`src/rtl/type_pkg.sv`:
```
// Shared types for the load/store unit and its RAM port.
// RAM_WORDS sets the RAM depth; RAMAddrBus is sized to index exactly that many words.
package type_pkg;

    localparam int unsigned RAM_WORDS = 256;
    localparam int          RAM_AW    = $clog2(RAM_WORDS);

    typedef logic [31:0]       RAMBus;
    typedef logic [RAM_AW-1:0] RAMAddrBus;

    // Access width as encoded on req_size_i; SZ_BAD is always rejected.
    typedef enum logic [1:0] {
        SZ_BYTE = 2'b00,
        SZ_HALF = 2'b01,
        SZ_WORD = 2'b10,
        SZ_BAD  = 2'b11
    } lsu_size_e;

    typedef enum logic [1:0] {
        ST_IDLE,
        ST_READ,
        ST_WRITE,
        ST_RESP
    } lsu_state_e;

endpackage

```
`src/rtl/mem_lsu_lane.sv`:
```
// Little-endian lane logic for the LSU.
// o_load extracts the addressed byte or half from a RAM word and extends it.
// o_merge splices store data into the addressed lane(s) of a RAM word.
module mem_lsu_lane
    import type_pkg::*;
(
    input  logic [31:0] i_word,
    input  logic [1:0]  i_lane,
    input  logic [1:0]  i_size,
    input  logic        i_unsigned,
    input  logic [31:0] i_wdata,
    output logic [31:0] o_load,
    output logic [31:0] o_merge
);

    lsu_size_e   w_size;
    logic [7:0]  w_byte;
    logic [15:0] w_half;

    assign w_size = lsu_size_e'(i_size);

    // Pick the addressed byte/half and sign- or zero-extend it to 32 bits.
    always_comb begin
        w_byte = i_word[7:0];
        case (i_lane)
            2'd0: w_byte = i_word[7:0];
            2'd1: w_byte = i_word[15:8];
            2'd2: w_byte = i_word[23:16];
            2'd3: w_byte = i_word[31:24];
            default: w_byte = i_word[7:0];
        endcase
        w_half = i_lane[1] ? i_word[31:16] : i_word[15:0];
        o_load = '0;
        case (w_size)
            SZ_BYTE: o_load = i_unsigned ? {24'b0, w_byte} : {{24{w_byte[7]}}, w_byte};
            SZ_HALF: o_load = i_unsigned ? {16'b0, w_half} : {{16{w_half[15]}}, w_half};
            SZ_WORD: o_load = i_word;
            default: o_load = '0;
        endcase
    end

    // Replace only the addressed lane(s) of the old word; a full word store takes i_wdata whole.
    always_comb begin
        o_merge = i_word;
        case (w_size)
            SZ_BYTE: begin
                case (i_lane)
                    2'd0: o_merge = {i_word[31:8], i_wdata[7:0]};
                    2'd1: o_merge = {i_word[31:16], i_wdata[7:0], i_word[7:0]};
                    2'd2: o_merge = {i_word[31:24], i_wdata[7:0], i_word[15:0]};
                    2'd3: o_merge = {i_wdata[7:0], i_word[23:0]};
                    default: o_merge = i_word;
                endcase
            end
            SZ_HALF: o_merge = i_lane[1] ? {i_wdata[15:0], i_word[15:0]}
                                         : {i_word[31:16], i_wdata[15:0]};
            SZ_WORD: o_merge = i_wdata;
            default: o_merge = i_word;
        endcase
    end

endmodule

```
`src/rtl/mem_lsu.sv`:
```
// Single-outstanding load/store unit in front of a word-wide RAM with
// combinational read data. Loads take READ, word stores take WRITE, and
// sub-word stores do a read-modify-write through READ then WRITE. Every
// request, including rejected ones, ends in RESP until the core consumes it.
module mem_lsu
    import type_pkg::*;
#(
    parameter logic [31:0] BASE_ADDR = 32'h0000_0000
) (
    input  logic        clk,
    input  logic        rst,
    input  logic        req_valid_i,
    output logic        req_ready_o,
    input  logic        req_we_i,
    input  logic [1:0]  req_size_i,
    input  logic        req_unsigned_i,
    input  logic [31:0] req_addr_i,
    input  logic [31:0] req_wdata_i,
    output logic        rsp_valid_o,
    input  logic        rsp_ready_i,
    output logic [31:0] rsp_rdata_o,
    output logic        rsp_err_o,
    output RAMAddrBus   ram_waddr_o,
    output RAMBus       ram_wdata_o,
    output logic        ram_we_o,
    output RAMAddrBus   ram_raddr_o,
    input  RAMBus       ram_rdata_i
);

    lsu_state_e  r_state;
    RAMAddrBus   r_widx;
    logic [1:0]  r_lane;
    lsu_size_e   r_size;
    logic        r_we;
    logic        r_unsigned;
    logic [31:0] r_wdata;
    RAMBus       r_wword;
    logic        r_rspValid;
    logic        r_rspErr;
    logic [31:0] r_rspRdata;

    lsu_size_e   w_reqSize;
    logic [31:0] w_offset;
    logic [31:0] w_widxFull;
    logic        w_sizeBad;
    logic        w_misaligned;
    logic        w_outOfRange;
    logic        w_reqErr;
    logic [31:0] w_loadData;
    logic [31:0] w_mergeWord;

    assign w_reqSize    = lsu_size_e'(req_size_i);
    // Addresses below BASE_ADDR wrap to a huge offset and so fail the range check too.
    assign w_offset     = req_addr_i - BASE_ADDR;
    assign w_widxFull   = w_offset >> 2;
    assign w_sizeBad    = (w_reqSize == SZ_BAD);
    assign w_misaligned = ((w_reqSize == SZ_HALF) && req_addr_i[0]) ||
                          ((w_reqSize == SZ_WORD) && (req_addr_i[1:0] != 2'b00));
    assign w_outOfRange = (w_widxFull >= RAM_WORDS);
    assign w_reqErr     = w_sizeBad || w_misaligned || w_outOfRange;

    mem_lsu_lane u_lane (
        .i_word     (ram_rdata_i),
        .i_lane     (r_lane),
        .i_size     (r_size),
        .i_unsigned (r_unsigned),
        .i_wdata    (r_wdata),
        .o_load     (w_loadData),
        .o_merge    (w_mergeWord)
    );

    // Request/transaction sequencing: capture on accept, access RAM, then hold the response.
    always_ff @(posedge clk) begin
        if (rst) begin
            r_state    <= ST_IDLE;
            r_widx     <= '0;
            r_lane     <= '0;
            r_size     <= SZ_BYTE;
            r_we       <= 1'b0;
            r_unsigned <= 1'b0;
            r_wdata    <= '0;
            r_wword    <= '0;
            r_rspValid <= 1'b0;
            r_rspErr   <= 1'b0;
            r_rspRdata <= '0;
        end else begin
            case (r_state)
                ST_IDLE: begin
                    if (req_valid_i) begin
                        r_widx     <= w_widxFull[RAM_AW-1:0];
                        r_lane     <= req_addr_i[1:0];
                        r_size     <= w_reqSize;
                        r_we       <= req_we_i;
                        r_unsigned <= req_unsigned_i;
                        r_wdata    <= req_wdata_i;
                        if (w_reqErr) begin
                            r_rspValid <= 1'b1;
                            r_rspErr   <= 1'b1;
                            r_rspRdata <= '0;
                            r_state    <= ST_RESP;
                        end else if (req_we_i && (w_reqSize == SZ_WORD)) begin
                            r_wword <= req_wdata_i;
                            r_state <= ST_WRITE;
                        end else begin
                            r_state <= ST_READ;
                        end
                    end
                end
                ST_READ: begin
                    if (r_we) begin
                        r_wword <= w_mergeWord;
                        r_state <= ST_WRITE;
                    end else begin
                        r_rspValid <= 1'b1;
                        r_rspErr   <= 1'b0;
                        r_rspRdata <= w_loadData;
                        r_state    <= ST_RESP;
                    end
                end
                ST_WRITE: begin
                    r_rspValid <= 1'b1;
                    r_rspErr   <= 1'b0;
                    r_rspRdata <= '0;
                    r_state    <= ST_RESP;
                end
                ST_RESP: begin
                    if (rsp_ready_i) begin
                        r_rspValid <= 1'b0;
                        r_rspErr   <= 1'b0;
                        r_rspRdata <= '0;
                        r_state    <= ST_IDLE;
                    end
                end
                default: r_state <= ST_IDLE;
            endcase
        end
    end

    assign req_ready_o = (r_state == ST_IDLE);
    assign rsp_valid_o = r_rspValid;
    assign rsp_err_o   = r_rspErr;
    assign rsp_rdata_o = r_rspRdata;

    // The write strobe is masked by rst so a reset landing in WRITE never commits.
    assign ram_we_o    = (r_state == ST_WRITE) && !rst;
    assign ram_waddr_o = r_widx;
    assign ram_raddr_o = r_widx;
    assign ram_wdata_o = r_wword;

endmodule

```
`config.mk`:
```
export PLATFORM = sky130hd
export DESIGN_NAME = mem_lsu
export DESIGN_NICKNAME = d
export VERILOG_FILES = /design/src/rtl/type_pkg.sv /design/src/rtl/mem_lsu_lane.sv /design/src/rtl/mem_lsu.sv
export SDC_FILE = /design/constraint.sdc
export NUM_CORES = 1
export LEC_CHECK = 0
export CORE_MARGIN = 2
export CORE_UTILIZATION = 47
export DETAILED_ROUTE_END_ITERATION = 7
export PLACE_DENSITY = 0.77
export REMOVE_ABC_BUFFERS = 1
export SYNTH_ARGS = -nofsm -noshare
export SYNTH_HDL_FRONTEND = slang
export SYNTH_SLANG_ARGS = --single-unit
```
`constraint.sdc`:
```
create_clock -name clk -period 2.8 [get_ports clk]
set_input_delay 0.28 -clock clk [delete_from_list [all_inputs] [get_ports clk]]
set_output_delay 0.28 -clock clk [all_outputs]
set_load 0.02 [all_outputs]
```
==> impl_metrics.toml, run 1 <==
[outcome]
status = "complete, no violations"

[clocking]
clk_pin_slew_ns = 0.05
cts_buffer_depth = 2
postCtsSetupBuffers = 0
cts_sinks = 114
clk_latency_ns = 0.42
cts-htree-levels = 4
postCtsHoldBufs = 0
cts_buffers = 17
cts_resized = 0
root_buffer = "clkbuf_16"
cts_tree = "yes"

[worst_setup_path]
crit_fanout = 10
path_class = "reg2reg"
r2r-end = "rsp_rdata_o[18]"
cp-start-kind = "flip-flop"
critPathMaxStageDelay_ns = 0.59
startpoint = "r_state[0]"
end_kind = "flip-flop"
rrSetupSlack_ns = 0.40
crit_buf_inv = 2
cp.depth = 7
slowest_stage = "a222oi_1"
arrival_ns = 2.74
r2r-start = "r_state[0]"
cp.required_ns = 3.14
cpLargestDelayFamily = "compound AO/OA/AOI/OAI gates"
crit_chain = "inv_1 > ha_1 > a222oi_1 > o41ai_4 > or2_1 > buf_4 > o2bb2ai_1"
rr_worst_depth = 7

[finish]
post-route-util_pct = 68.6
fin_nets = 1003
final_layout_size_suffix_gt1_share_pct = 10.0
num-fill-cells = 1081
fin_area_sq_mm = 0.00859
area_delta_synth_final_pct = 43.4
insertedDiodeCount = 0

[placed_design]
placed_area_sq_mm = 0.00801
finalWeightedCongestion = 0.920
portBuffers = 187
dp_hpwl_mm = 15.1

[detailed_routing]
viasPerCell = 6.22
drt_iter0_markers = 861
routedWlPerCell_microns = 20.2
ant_nets = 0
drc = 0
drt_first_pass_iters = 6
routed_wl_mm = 21.9
num_vias = 6722

[floorplan]
die_width_microns = 117
core.rowCount = 41
die_h_microns = 117
dieArea_sq_mm = 0.0137
initial_core_util_pct = 47.8
num_io_pins = 188
core_area_sq_mm = 0.0125

[global_routing]
grt_pass1_wl_mm = 33.0
antenna_found_initial = 0
grt_max_degree = 47
grt_pass1_vias = 6249
grt_usage_pct = 31.6
gr-total-overflow = 0

[logic_synthesis]
synth_seq_cells = 114
netlist.area_leader.share_pct = 38.1
avgSynthCellArea_sq_um = 8.17
synth-edff-count = 0
ys_warn_count = 0
yosys-top-cells-count = "139 x nand2_1, 114 x dfxtp_1, 102 x a21oi_1, 51 x clkbuf_1"
synthCells = 733
synthTopCellsByArea = "dfxtp_1 38%, nand2_1 8.7%, a21oi_1 8.5%"
synth_top_cell_by_area = "dfxtp_1"
synthesis.area_sq_mm = 0.00599
yosysMostFrequentCell = "nand2_1"
ys_dominant_reg_cell = "dfxtp_1"
yosys.cell_types.count = 47
async_flop_share_pct = 0
ys_seq_area_share_pct = 38.1

[min_path]
hold_end = "rsp_valid_o"
hold_path.class = "in2reg"
hold_depth = 2
hold_start = "rst"

[timing]
relSlewSlack_pct = 20.2
rsz0062_at_grt = "false"
fin_crit_sh_pct = 85.7
slew_viol_final = 0
tightestPinTransition_ns = 1.19
max_freq_mhz = 417
final_hold_viol_count = 0
setup_violations = 0
fin_skew_ns = 0.0106
period_needed_ns = 2.40

[power]
p_per_area_mw_per_mm2 = 998
ir_drop_v = 0.000595
p_leak_nw = 2.98

[flow_run]
cap_violations = 0
cell usage in the layout (no fill, tap or decap), types with 16 or more instances in the layout:
| cell | n |
|---|---|
| nand2_1 | 139 |
| a311oi_1 | 21 |
| clkdlybuf4s50_1 | 186 |
| dfxtp_1 | 114 |
| o21ai_0 | 24 |
| o211ai_1 | 21 |
| a21oi_1 | 102 |
| buf_4 | 28 |
| nor2_1 | 23 |
| nand3b_1 | 20 |
| o2bb2ai_1 | 16 |
| clkbuf_16 | 17 |
worst max-delay path by stage:
stage | endpoint | slack, ns
detailed placement | rsp_rdata_o[20] | 0.22
global placement | rsp_rdata_o[3] | 0.28
global route | rsp_rdata_o[18] | 0.20
CTS | rsp_rdata_o[18] | 0.40
floorplan | rsp_rdata_o[16] | -0.27
finish | rsp_rdata_o[18] | 0.40
per-layer routing:
metal | up-vias | global-route usage (%) | routed length [microns]
met5 | - | 0 | 0
met4 | 0 | 12.8 | 573
met3 | 56 | 6.28 | 2380
met2 | 455 | 49.4 | 9930
met1 | 3177 | 43.0 | 8970
li1 | 3034 | - | -
where the power goes:
group	total [W]	switching (W)	leakage, nW	internal [W]
clock	0.00209	0.000763	0.285	0.00133
sequential	0.00238	0.000322	0.932	0.00206
combinational	0.00410	0.00241	1.76	0.00169
total	0.00857	0.00349	2.98	0.00508
cell type report:
| class | count | area, sq um | area share [%] |
|---|---|---|---|
| Clock buffer | 23 | 498 | 5.80 |
| Clock inverter | 9 | 78.8 | 0.918 |
| Inverter | 12 | 45.0 | 0.525 |
| Multi-Input combinational cell | 532 | 3330 | 38.8 |
| Sequential cell | 114 | 2280 | 26.6 |
| Tap cell | 172 | 215 | 2.51 |
| Timing Repair Buffer | 218 | 2140 | 24.9 |
sequential cells by signal, indices dropped and copies added, names as in the netlist:
| signal | count |
|---|---|
| ram_raddr_o | 8 |
| r_state | 2 |
| rsp_rdata_o | 32 |
| rsp_err_o | 1 |
| r_unsigned | 1 |
| rsp_valid_o | 1 |
| r_size | 2 |
| r_wdata | 32 |
| ram_wdata_o | 32 |
| r_we | 1 |
| r_lane | 2 |
logic make-up after synthesis:
kind of cell	after synthesis	share of synthesized area [%]
AOI/OAI and AO/OA	275	31.7
muxes	27	4.97
adders and majority gates	4	0.836
and+or+nand+nor	226	17.9
DFF	114	38.1
buffers and inverters	87	6.50
worst register-to-register path, cell delays in order (launching register included):
cell and delay, ns:
dfxtp_1 0.38, inv_1 0.08, ha_1 0.35, a222oi_1 0.59
o41ai_4 0.28, or2_1 0.30, buf_4 0.19, o2bb2ai_1 0.17
stage by stage:
step | worst slack [ns] | hold WS, ns | power, W | cells | TNS (ns)
2_1_floorplan | -0.275 | 0.349 | 0.00453 | 658 | -10.24
3_3_place_gp | 0.278 | 0.442 | 0.00633 | 1048 | 0
3_5_place_dp | 0.220 | 0.448 | 0.00641 | 1048 | 0
4_1_cts | 0.401 | 0.328 | 0.00851 | 1080 | 0
5_1_grt | 0.197 | 0.339 | 0.00898 | 1080 | 0
6_report | 0.399 | 0.348 | 0.00857 | 1080 | 0
(Power assumes the default switching activity.)
==> inputs of run 2 (changes only) <==
- CORE_UTILIZATION: 47 -> 30
- PLACE_DENSITY: 0.77 -> 0.52
- SLEW_MARGIN: default -> 0
==> run 2 against run 1 <==
Against the previous run: wire length up 6.9%; clock power up 15%; sequential share of layout area down 0.52 points; setup slack worse by 0.23 ns; critical path depth down 1; clock skew down 0.0016 ns; cell count up 8.3%; sequential power about the same; first-iteration DRC count down 13%; utilization down 24 points; final area up 2.0%; global-route usage down 9.7 points; largest power group unchanged.
==> impl_metrics.toml, run 2 (synthesis results as in run 1) <==
[outcome]
status = "complete, no violations"

[clocking]
cts_tree = "yes"
cts_sinks = 114
cts_buffers = 17
cts_resized = 0
cts_buffer_depth = 2
clk_latency_ns = 0.42
postCtsHoldBufs = 0
postCtsSetupBuffers = 0
root_buffer = "clkbuf_16"
cts-htree-levels = 4
clk_pin_slew_ns = 0.06

[finish]
final_layout_size_suffix_gt1_share_pct = 9.61
insertedDiodeCount = 0
final_common_cell = "clkdlybuf4s50_1"
multi_input_area_sq_mm = 0.00332
fin_area_sq_mm = 0.00876
area_delta_synth_final_pct = 46.3
register_area_sq_mm = 0.00228
num-fill-cells = 1953
mostFrequentLayoutCells = "186 x clkdlybuf4s50_1, 139 x nand2_1, 114 x dfxtp_1"
fin_nets = 1001
finalNonFillerCells = 1170

[worst_setup_path]
slowest_stage = "nor4_2"
path_class = "reg2reg"
crit_fanout = 9
cp-start-kind = "flip-flop"
critPathMaxStageDelay_ns = 0.97
r2r-start = "r_state[1]"
crit_buf_inv = 2
cpLargestDelayFamily = "simple AND/OR/NAND/NOR gates"
end_kind = "flip-flop"
crit_chain = "inv_1 > ha_1 > clkinv_1 > nor4_2 > a222oi_1 > a311oi_1"
startpoint = "r_state[1]"
cp.required_ns = 3.10
arrival_ns = 2.93

[placed_design]
dp.cells = 1139
dp_hpwl_mm = 16.7
portBuffers = 187
dpl_worst_slack_ns = 0.209
placed_area_sq_mm = 0.00811
finalWeightedCongestion = 0.844

[global_routing]
grt_usage_pct = 21.9
grt_pass1_vias = 6227
gr-total-overflow = 0
antenna_found_initial = 0
grt_pass1_wl_mm = 36.3
grt_max_degree = 44

[timing]
final_hold_viol_count = 0
max_freq_mhz = 381
relSlewSlack_pct = 28.2
fin_crit_sh_pct = 93.8
rsz0062_at_grt = "false"
fin_skew_ns = 0.00900
setup_ws_ns = 0.174
tightestPinTransition_ns = 1.07
holdWs_ns = 0.324
setup_violations = 0
slew_viol_final = 0
period_needed_ns = 2.63

[power]
p_leak_nw = 3.00
ir_drop_v = 0.000585
p_per_area_mw_per_mm2 = 1010
finalPower_w = 0.00882

[detailed_routing]
routedWlPerCell_microns = 20.0
drt_iter0_markers = 751
ant_nets = 0
num_vias = 6494
drc = 0
routed_wl_mm = 23.4
drt_first_pass_iters = 5
viasPerCell = 5.55

[min_path]
hold_path.class = "in2reg"
hold_start = "rst"

[flow_run]
cap_violations = 0

[floorplan]
num_io_pins = 188
initial_core_util_pct = 30.7
core_area_sq_mm = 0.0195
dieArea_sq_mm = 0.0211
core.rowCount = 51
die_h_microns = 145
die_width_microns = 145
-- run 2: changes by cell type in the layout (fill, tap and decap cells not counted), sizes merged --
| cell | delta |
|---|---|
| buf | -2 |
| clkinv | -3 |
| clkbuf | -2 |
| bufinv | +4 |
-- run 2: final cells by class --
type	count	share of cell area, %
multi-input cells	532	38.0
well taps	265	3.79
flip-flops and latches	114	26.1
clock inverters	10	2.06
inverters	12	0.514
clock buffers	21	5.37
repair buffers	216	24.3
-- run 2: worst register-to-register path: stages (launching register included) --
cell	delay, ns
dfxtp_1	0.34
inv_1	0.09
ha_1	0.24
clkinv_1	0.33
nor4_2	0.98
a222oi_1	0.16
a311oi_1	0.38
-- run 2: stage by stage --
step	setup TNS, ns	util (%)
finish	0	44.9
global placement	0	41.5
global route	0	44.9
CTS	0	44.9
detailed placement	0	41.5
floorplan	-10.24	-
-- run 2: routing by layer --
| metal | vias up | GRT usage (%) | share of wire [%] |
|---|---|---|---|
| met5 | - | 0 | 0 |
| met4 | 0 | 6.91 | 1.9 |
| met3 | 45 | 4.47 | 7.1 |
| met2 | 305 | 34.9 | 47 |
| met1 | 3101 | 29.8 | 44 |
| li1 | 3043 | - | - |
-- run 2: worst paths after layout --
kind / end / slack [ns] / depth (start not counted)
setup / recovery: ram_wdata_o[15] / 0.17 / 6
hold / removal: r_wdata[18] / 0.32 / 2
setup reg to reg: ram_wdata_o[15] / 0.17 / 6
hold reg to reg: r_wdata[25] / 0.45 / 2
-- run 2: power by group --
group	leakage (nW)	internal, W	total [W]	switching, W
combinational	1.75	0.00166	0.00400	0.00234
clock	0.315	0.00164	0.00241	0.000774
sequential	0.932	0.00206	0.00240	0.000345
==> inputs of run 3 (changes only) <==
- CTS_CLUSTER_SIZE: default -> 24
- DONT_BUFFER_PORTS: default -> 1
- PLACE_DENSITY: 0.52 -> 0.53
==> run 3 against run 2 <==
Against the previous run: power shrank 12%; sequential share of layout area grew 5.4 points; sequential power grew 20%; setup slack gained 0.18 ns; clock power shrank 8.7%; critical path type unchanged.
==> impl_metrics.toml, run 3 (synthesis results as in run 1) <==
[clocking]
cts-htree-levels = 4
clk_latency_ns = 0.42
cts_resized = 0
cts_buffer_depth = 2
cts_sinks = 114
cts_tree = "yes"
cts_buffers = 17
root_buffer = "clkbuf_16"
clk_pin_slew_ns = 0.06

[floorplan]
core_area_sq_mm = 0.0195
die_width_microns = 145
die_h_microns = 145
core.rowCount = 51
num_io_pins = 188
initial_core_util_pct = 30.7
dieArea_sq_mm = 0.0211

[min_path]
hold_path.class = "in2reg"

[flow_run]
cap_violations = 0

[worst_setup_path]
cp-start-kind = "flip-flop"
path_class = "reg2reg"
slowest_stage = "nor4_2"
cp.required_ns = 3.11
r2r-end = "ram_wdata_o[12]"
cp-endpoint = "ram_wdata_o[12]"
end_kind = "flip-flop"
crit_buf_inv = 1
rr_worst_depth = 5
cpLargestDelayFamily = "simple AND/OR/NAND/NOR gates"
critPathMaxStageDelay_ns = 0.75
arrival_ns = 2.76
rrSetupSlack_ns = 0.35
cp.depth = 5
r2r-start = "r_size[0]"
crit_fanout = 17
crit_chain = "buf_4 > nand2b_1 > nor4_2 > a222oi_1 > a311oi_1"
startpoint = "r_size[0]"

[detailed_routing]
drc = 0
routed_wl_mm = 23.5
viasPerCell = 5.71
drt_iter0_markers = 490
drt_first_pass_iters = 5
ant_nets = 0
routedWlPerCell_microns = 23.0
num_vias = 5833

[finish]
area_delta_synth_final_pct = 21.0
register_area_sq_mm = 0.00228
final_layout_size_suffix_gt1_share_pct = 10.6
fin_nets = 855
insertedDiodeCount = 0
num-fill-cells = 2052
fin_area_sq_mm = 0.00724
multi_input_area_sq_mm = 0.00333
finalNonFillerCells = 1022
mostFrequentLayoutCells = "139 x nand2_1, 114 x dfxtp_1, 102 x a21oi_1"
final_common_cell = "nand2_1"

[global_routing]
grt_pass1_vias = 5648
grt_pass1_wl_mm = 35.2
grt_max_degree = 77
grt_usage_pct = 21.8
antenna_found_initial = 0
gr-total-overflow = 0

[timing]
rsz0062_at_grt = "false"
final_hold_viol_count = 0
slew_viol_final = 0
relSlewSlack_pct = 25.8
max_freq_mhz = 408
fin_skew_ns = 0.00881
period_needed_ns = 2.45
tightestPinTransition_ns = 1.11
fin_crit_sh_pct = 87.5
holdWs_ns = 0.0178
setup_violations = 0

[placed_design]
finalWeightedCongestion = 0.818
placed_area_sq_mm = 0.00618
dp.cells = 947
dp_hpwl_mm = 15.6
portBuffers = 0

[power]
p_leak_nw = 2.44
p_per_area_mw_per_mm2 = 1070
ir_drop_v = 0.000467

[outcome]
status = "complete, no violations"
==> run 3: cell count changes in the layout (fill, tap and decap cells not counted), sizes merged <==
cell	before	now
clkbuf	21	23
bufinv	5	3
buf	30	25
clkdlybuf4s50	186	0
clkinvlp	2	0
dlygate4sd3	0	45
==> run 3: how the worst min path moves through the flow <==
stage	startpoint	end	slack, ns	cells after the start
after floorplan	rst	r_lane[0]	0.35	1
after global placement	rst	r_wdata[10]	0.38	1
after detailed placement	rst	r_wdata[10]	0.38	1
after CTS	ram_rdata_i[18]	ram_wdata_o[18]	0.005	2
after global routing	ram_rdata_i[18]	ram_wdata_o[18]	0.02	2
final	ram_rdata_i[18]	ram_wdata_o[18]	0.02	2
==> run 3: worst reg2reg max path: cells and delay by family (launching register included) <==
kind	cells	cell delay (ns)
compound gates	2	0.55
flops	1	0.55
simple gates	2	0.94
buf+inv	1	0.31
==> run 3: routing by layer <==
layer  wire length [microns]  track usage, %
met2                   11100            35.4
met1                    9810            26.7
met5                       0               0
met4                     501            7.30
met3                    2170            8.18
==> run 3: cell type report <==
cell class,count,share of cell area (%)
Sequential cell,114,31.5
Inverter,12,0.622
Timing Repair Buffer,70,9.26
Clock inverter,6,1.45
Clock buffer,23,6.60
Multi-Input combinational cell,532,46.0
Tap cell,265,4.58
==> run 3: timing repair <==
action,CTS,global route
setup buffers,0,0
hold endpoints to repair,76,0
hold buffers,46,0
==> run 3: per-stage QoR <==
stage                     TNS, ns  worst slack (ns)  util [%]  total power [W]
final                           0             0.351      37.1          0.00779
after global routing            0             0.216      37.1          0.00820
after CTS                       0             0.351      37.1          0.00781
after detailed placement        0             0.381      31.7          0.00551
after global placement          0             0.508      31.7          0.00549
after floorplan            -10.24            -0.275         -          0.00453
==> run 3: report_power, final <==
part	leakage (nW)	switching (W)	internal, W	total (W)
clock network	0.289	0.000756	0.00145	0.00220
logic	1.22	0.00171	0.000983	0.00270
registers	0.932	0.000826	0.00206	0.00288
